`config.mk`:
```
export PLATFORM = sky130hd
export DESIGN_NAME = mux8_rr_arbiter_flat
export DESIGN_NICKNAME = d
export VERILOG_FILES = /design/src/rtl/mux8_rr_arbiter_if.sv /design/src/rtl/mux8_rr_arbiter.sv /design/src/flat_wrapper.sv
export SDC_FILE = /design/constraint.sdc
export NUM_CORES = 1
export LEC_CHECK = 0
export CELL_PAD_IN_SITES_DETAIL_PLACEMENT = 1
export CELL_PAD_IN_SITES_GLOBAL_PLACEMENT = 1
export CORE_UTILIZATION = 31
export DETAILED_ROUTE_END_ITERATION = 10
export PLACE_DENSITY_LB_ADDON = 0.1
export REMOVE_ABC_BUFFERS = 1
export SYNTH_ARGS = -nofsm -noshare
export SYNTH_HDL_FRONTEND = slang
export SYNTH_SLANG_ARGS = --single-unit
```
`constraint.sdc`:
```
create_clock -name clk -period 5.6 [get_ports clk]
set_input_delay 1.12 -clock clk [delete_from_list [all_inputs] [get_ports clk]]
set_output_delay 1.12 -clock clk [all_outputs]
set_load 0.1 [all_outputs]
```
`src/rtl/mux8_rr_arbiter_if.sv`:
```
// Bus between the requesting units, the round-robin arbiter and the 8:1 bit-mux.
// The master modport is the arbiter side; the slave modport is the requester/mux side.
interface mux8_rr_arbiter_if;
  logic [7:0] req;
  logic [7:0] grant;
  logic       Enable;
  logic [2:0] sel;
  logic [2:0] owner;
  logic       timeout;

  modport master (
    input  req,
    output grant,
    output Enable,
    output sel,
    output owner,
    output timeout
  );

  modport slave (
    output req,
    input  grant,
    input  Enable,
    input  sel,
    input  owner,
    input  timeout
  );
endinterface

```
`src/rtl/mux8_rr_arbiter.sv`:
```
// Round-robin arbiter/sequencer sharing one 8:1 bit-mux among 8 requesters.
// Grants one owner at a time, drives the mux select/enable from flops, and inserts
// a one-cycle dead gap between owners so the mux never switches while enabled.
// Optional hold limit: define MUX_ARB_TIMEOUT_EN to pre-empt an owner after HOLD_MAX
// grant cycles (timeout pulses for the forced gap cycle).
module mux8_rr_arbiter #(
  parameter int unsigned HOLD_MAX = 16
) (
  input  logic                      clk,
  input  logic                      reset,
  mux8_rr_arbiter_if.master         bus_io
);

`ifdef MUX_ARB_TIMEOUT_EN
  localparam bit TimeoutEn = 1'b1;
`else
  localparam bit TimeoutEn = 1'b0;
`endif

  localparam logic [7:0] HoldMax = 8'(HOLD_MAX);

  typedef enum logic [1:0] {StIdle, StGrant, StGap} state_e;

  state_e     state_q, state_d;
  logic [7:0] grant_q, grant_d;
  logic       en_q, en_d;
  logic [2:0] sel_q, sel_d;
  logic [2:0] owner_q, owner_d;
  logic [2:0] ptr_q, ptr_d;
  logic [7:0] cnt_q, cnt_d;
  logic       timeout_q, timeout_d;

  logic       win_found;
  logic [2:0] win_idx;
  logic       hold_hit;

  // The mux decodes its select with the index bits reversed.
  function automatic logic [2:0] bitrev3(input logic [2:0] i);
    return {i[0], i[1], i[2]};
  endfunction

  // Round-robin search: first set request at ptr+1, ptr+2, ... (ptr itself last).
  always_comb begin
    win_found = 1'b0;
    win_idx   = 3'd0;
    for (int k = 1; k <= 8; k++) begin
      if (!win_found && bus_io.req[ptr_q + 3'(k)]) begin
        win_found = 1'b1;
        win_idx   = ptr_q + 3'(k);
      end
    end
  end

  // Constant zero when the hold limit is compiled out.
  assign hold_hit = TimeoutEn && (cnt_q == HoldMax);

  // Next-state and registered-output computation.
  always_comb begin
    state_d   = state_q;
    grant_d   = grant_q;
    en_d      = en_q;
    sel_d     = sel_q;
    owner_d   = owner_q;
    ptr_d     = ptr_q;
    cnt_d     = cnt_q;
    timeout_d = 1'b0;

    unique case (state_q)
      StIdle, StGap: begin
        if (win_found) begin
          state_d = StGrant;
          grant_d = 8'h01 << win_idx;
          en_d    = 1'b1;
          owner_d = win_idx;
          sel_d   = bitrev3(win_idx);
          ptr_d   = win_idx;
          cnt_d   = 8'd1;
        end else begin
          state_d = StIdle;
          grant_d = 8'h00;
          en_d    = 1'b0;
        end
      end
      StGrant: begin
        if (!bus_io.req[owner_q] || hold_hit) begin
          // Owner released or was pre-empted: always pass through one dead cycle.
          state_d   = StGap;
          grant_d   = 8'h00;
          en_d      = 1'b0;
          timeout_d = bus_io.req[owner_q];
        end else if (cnt_q != 8'hFF) begin
          cnt_d = cnt_q + 8'd1;
        end
      end
      default: begin
        state_d = StIdle;
        grant_d = 8'h00;
        en_d    = 1'b0;
      end
    endcase
  end

  // State and output registers with asynchronous reset.
  always_ff @(posedge clk or posedge reset) begin
    if (reset) begin
      state_q   <= StIdle;
      grant_q   <= 8'h00;
      en_q      <= 1'b0;
      sel_q     <= 3'd0;
      owner_q   <= 3'd0;
      ptr_q     <= 3'd7;
      cnt_q     <= 8'd0;
      timeout_q <= 1'b0;
    end else begin
      state_q   <= state_d;
      grant_q   <= grant_d;
      en_q      <= en_d;
      sel_q     <= sel_d;
      owner_q   <= owner_d;
      ptr_q     <= ptr_d;
      cnt_q     <= cnt_d;
      timeout_q <= timeout_d;
    end
  end

  assign bus_io.grant   = grant_q;
  assign bus_io.Enable  = en_q;
  assign bus_io.sel     = sel_q;
  assign bus_io.owner   = owner_q;
  assign bus_io.timeout = timeout_q;

endmodule

```
`src/flat_wrapper.sv`:
```
// flat-port wrapper written by rule: the top's interface ports become plain ports
module mux8_rr_arbiter_flat 
#(
  parameter int unsigned HOLD_MAX = 16
)
  (clk, reset, bus_io_req, bus_io_grant, bus_io_Enable, bus_io_sel, bus_io_owner, bus_io_timeout);
  mux8_rr_arbiter_if bus_io_i ();
  input  logic clk;
  input  logic reset;
  input wire logic [$bits(bus_io_i.req)-1:0] bus_io_req;
  output wire logic [$bits(bus_io_i.grant)-1:0] bus_io_grant;
  output wire logic [$bits(bus_io_i.Enable)-1:0] bus_io_Enable;
  output wire logic [$bits(bus_io_i.sel)-1:0] bus_io_sel;
  output wire logic [$bits(bus_io_i.owner)-1:0] bus_io_owner;
  output wire logic [$bits(bus_io_i.timeout)-1:0] bus_io_timeout;
  assign bus_io_i.req = bus_io_req;
  assign bus_io_grant = bus_io_i.grant;
  assign bus_io_Enable = bus_io_i.Enable;
  assign bus_io_sel = bus_io_i.sel;
  assign bus_io_owner = bus_io_i.owner;
  assign bus_io_timeout = bus_io_i.timeout;
  mux8_rr_arbiter #(.HOLD_MAX(HOLD_MAX)) u_core (.clk(clk), .reset(reset), .bus_io(bus_io_i));
endmodule
```
==> summary.txt <==
Outcome
  • Status: complete, no violations

Die
  • Row Count: 25
  • Die area: around 5400 um2
  • Die outline width: roughly 74 um
  • Initial core utilization: 0.330
  • Total core area: approximately 4800 um2
  • IO Count: 26
  • Die height: 73.6 um

Cells and area
  • Fillers: around 570
  • Ant diodes: 0
  • Post-route cell area: between 1500 and 2000 um2
  • Final instance count without filler cells: around 240
  • Area Growth Syn to Fin: 19.6%
  • Share of layout cells above drive strength 1: 0.181
  • Nets: 190

Clock network
  • Root Buffer Master: clkbuf_8
  • Gates resized, CTS repair: 0
  • Hold_buf cts: 0
  • Clock Latency Late Sink: between 0.2 and 0.3 ns
  • Clock H-tree levels: 1
  • Clk slew on worst S/H paths: 0.06 ns
  • CTS tree: yes
  • Setup bufs post-CTS: 0
  • Clock Sink Count: 16
  • CTS Buf Count: 3
  • CTS max path bufs: 2

Timing
  • Rel. slew slack: 0.343
  • Final Skew: roughly 0.0019 ns
  • Final setup TNS: 0 ns
  • Final period utilization: 0.758
  • Slew Limit Fails: 0
  • Unrepaired setup endpoints after global routing: no
  • Worst setup margin: roughly 1.4 ns
  • Final hold violation count: 0
  • Max Clk Rate: ~0.24 GHz
  • Slew at the pin with the worst max-slew slack: a little under 1 ns
  • Final setup fails: 0
  • Crit path time final: 4.25 ns

Synthesis
  • Most frequent cells after synthesis: 15 x nor2_1, 13 x dfrtp_1, 12 x mux4_2
  • Seq/Total Area, Yosys: 0.254
  • Syn_area_per_cell: approximately 10 um2
  • Syn Inst Count: ~160
  • Post-synth cell types: 50
  • Synthesized area: roughly 1600 um2
  • Count leader, synth: nor2_1
  • Ys Warns: 0
  • Main area contributors after synthesis: dfrtp_1 20%, mux4_2 17%, dfstp_2 5.0%, mux2_2 4.3%, mux2i_1 3.8%
  • Yosys top cell area share: 0.205
  • Area leader, netlist: dfrtp_1
  • Post-synth EDFFs: 0
  • Register bit count reported by yosys: 16
  • Main flop type after synthesis: dfrtp_1
  • FFs w/ async S/R, synth: 1.00

Worst setup path
  • CP arrival: ~4.4 ns
  • CP startpoint kind: flop
  • Setup crit end kind: flop
  • R2R setup slack: between 1 and 1.5 ns
  • Crit-path max FO: 20
  • Worst reg2reg path depth: 9
  • FF-to-FF End: u_core.bus_io.grant[5]$_DFFE_PP0P_
  • Worst Path Required: around 5.8 ns
  • Worst r2r src: u_core.ptr_q[1]$_DFFE_PP1P_
  • Crit Path Category: reg2reg

Place
  • Post-Place Worst Slack: 1.33 ns
  • Detail Placement HPWL: 3470 um
  • PortBufs: 24
  • Placed instance count: between 200 and 250
  • GPL Wtd Cong: about 0.84
  • DP Area: 1850 um2

Routing
  • Met3 wire length: 156 um
  • Avg Vias per Cell: 5.90
  • Initial DRT Pass Iterations: 4
  • Initial detailed-routing violation count: 83
  • Post-detailed-route DRC marker count: 0
  • Met2 wire length: 2190 um
  • Routed WL: around 4400 um
  • DR WL/cell: about 18 um
  • Met1 WL: ~2100 um
  • Antenna-violating nets left: 0
  • Via Count: 1440
  • Uppermost routed layer: met4

Global routing
  • Total GRT Usage: 0.182
  • GRT overflow: 0
  • Pin count of the biggest net entering global routing: 21
  • Number of global-route vias before repair: 1512
  • Antenna violations before repair: 0
  • First-pass GRT wire length: between 7000 and 8000 um

Min path
  • Hold Startpoint: u_core.bus_io.grant[3]$_DFFE_PP0P_
  • Hold EP: u_core.bus_io.grant[3]$_DFFE_PP0P_
  • Worst hold path cell count: 2
  • Hold crit path type: reg2reg

Job
  • Maxcap violations: 0
==> placed cells by master, fill, tap and decap left out, types with 2 or more instances in the layout <==
| cell type | Yosys | final |
|---|---|---|
| o31ai_1 | 4 | 4 |
| a31oi_1 | 2 | 2 |
| inv_1 | 5 | 5 |
| mux2_4 | 2 | 2 |
| and3_1 | 2 | 2 |
| mux2_2 | 6 | 6 |
| nand2_1 | 7 | 7 |
| nor2_1 | 15 | 15 |
| nor3_1 | 3 | 3 |
| mux4_2 | 12 | 12 |
| nand4_1 | 3 | 3 |
| clkbuf_8 | 0 | 4 |
| o21a_1 | 3 | 3 |
| nor2b_1 | 7 | 7 |
| a21oi_1 | 7 | 7 |
| nand2b_1 | 3 | 3 |
| and2_1 | 2 | 2 |
| ha_1 | 2 | 2 |
| a32o_1 | 5 | 5 |
| o21ai_0 | 6 | 6 |
| xnor2_1 | 3 | 3 |
| o32ai_1 | 2 | 2 |
| clkdlybuf4s50_1 | 0 | 24 |
| nand3_1 | 3 | 3 |
| a211oi_1 | 2 | 2 |
| mux2i_1 | 6 | 6 |
| dfrtp_1 | 13 | 13 |
| dfstp_2 | 3 | 3 |
==> registers in the layout, indices dropped and copies added, names as in the netlist <==
signal               flops
u_core.bus_io.grant      8
u_core.bus_io.owner      2
u_core.bus_io.sel        1
u_core.ptr_q             3
u_core.state_q           2
==> critical path: stages (launching register included) <==
cell and delay, ns:
dfstp_2 0.77, inv_1 0.22, ha_1 0.64, mux2_2 0.39
mux4_2 0.49, o21bai_4 0.20, o21a_1 0.24, mux2_4 0.32
nor4_2 0.62, a32o_1 0.27
==> worst max path at each step <==
stage / start / slack, ns / endpoint
floorplan: u_core.ptr_q[1]$_DFFE_PP1P_ / 1.79 / u_core.bus_io.grant[6]$_DFFE_PP0P_
global placement: bus_io_req[3] / 1.39 / u_core.bus_io.grant[6]$_DFFE_PP0P_
detailed placement: bus_io_req[6] / 1.33 / u_core.bus_io.grant[4]$_DFFE_PP0P_
CTS: u_core.ptr_q[1]$_DFFE_PP1P_ / 1.33 / u_core.bus_io.grant[5]$_DFFE_PP0P_
global route: u_core.ptr_q[1]$_DFFE_PP1P_ / 1.12 / u_core.bus_io.grant[2]$_DFFE_PP0P_
finish: u_core.ptr_q[1]$_DFFE_PP1P_ / 1.35 / u_core.bus_io.grant[5]$_DFFE_PP0P_
==> through the flow <==
| step | hold slack (ns) | utilization |
|---|---|---|
| 6_report | 0.485 | 0.395 |
| 5_1_grt | 0.501 | 0.395 |
| 4_1_cts | 0.494 | 0.395 |
| 3_5_place_dp | 0.484 | 0.383 |
| 3_3_place_gp | 0.469 | 0.383 |
| 2_1_floorplan | 0.501 | - |
==> kinds of logic (layout without fill, tap and decap cells) <==
| group | after synthesis | count (layout) | synth area share |
|---|---|---|---|
| buffers and inverters | 16 | 34 | 0.0567 |
| AO/OA/AOI/OAI | 44 | 44 | 0.213 |
| adder cells (fa/ha/maj) | 2 | 2 | 0.0157 |
| XOR/XNOR | 3 | 3 | 0.0165 |
| flip-flops | 16 | 16 | 0.254 |
| multiplexers | 27 | 27 | 0.276 |
| other | 1 | 1 | 0.00236 |
| AND/OR/NAND/NOR | 50 | 50 | 0.165 |
==> layer usage <==
layer | GRT usage | up-vias
li1 | - | 656
met4 | 0.0192 | 0
met3 | 0.0288 | 3
met1 | 0.248 | 745
met5 | 0 | -
met2 | 0.312 | 36
==> area by class of cell <==
type,instances,area [um2],share of cell area
Clock buffer,4,55.1,0.0290
Inverter,6,22.5,0.0118
Multi-Input combinational cell,127,1090,0.576
Sequential cell,16,404,0.213
Tap cell,67,83.8,0.0441
Timing Repair Buffer,24,240,0.126
Power is not shown: default switching activity piles up to over one toggle a cycle in this logic, so the estimate is an artifact.
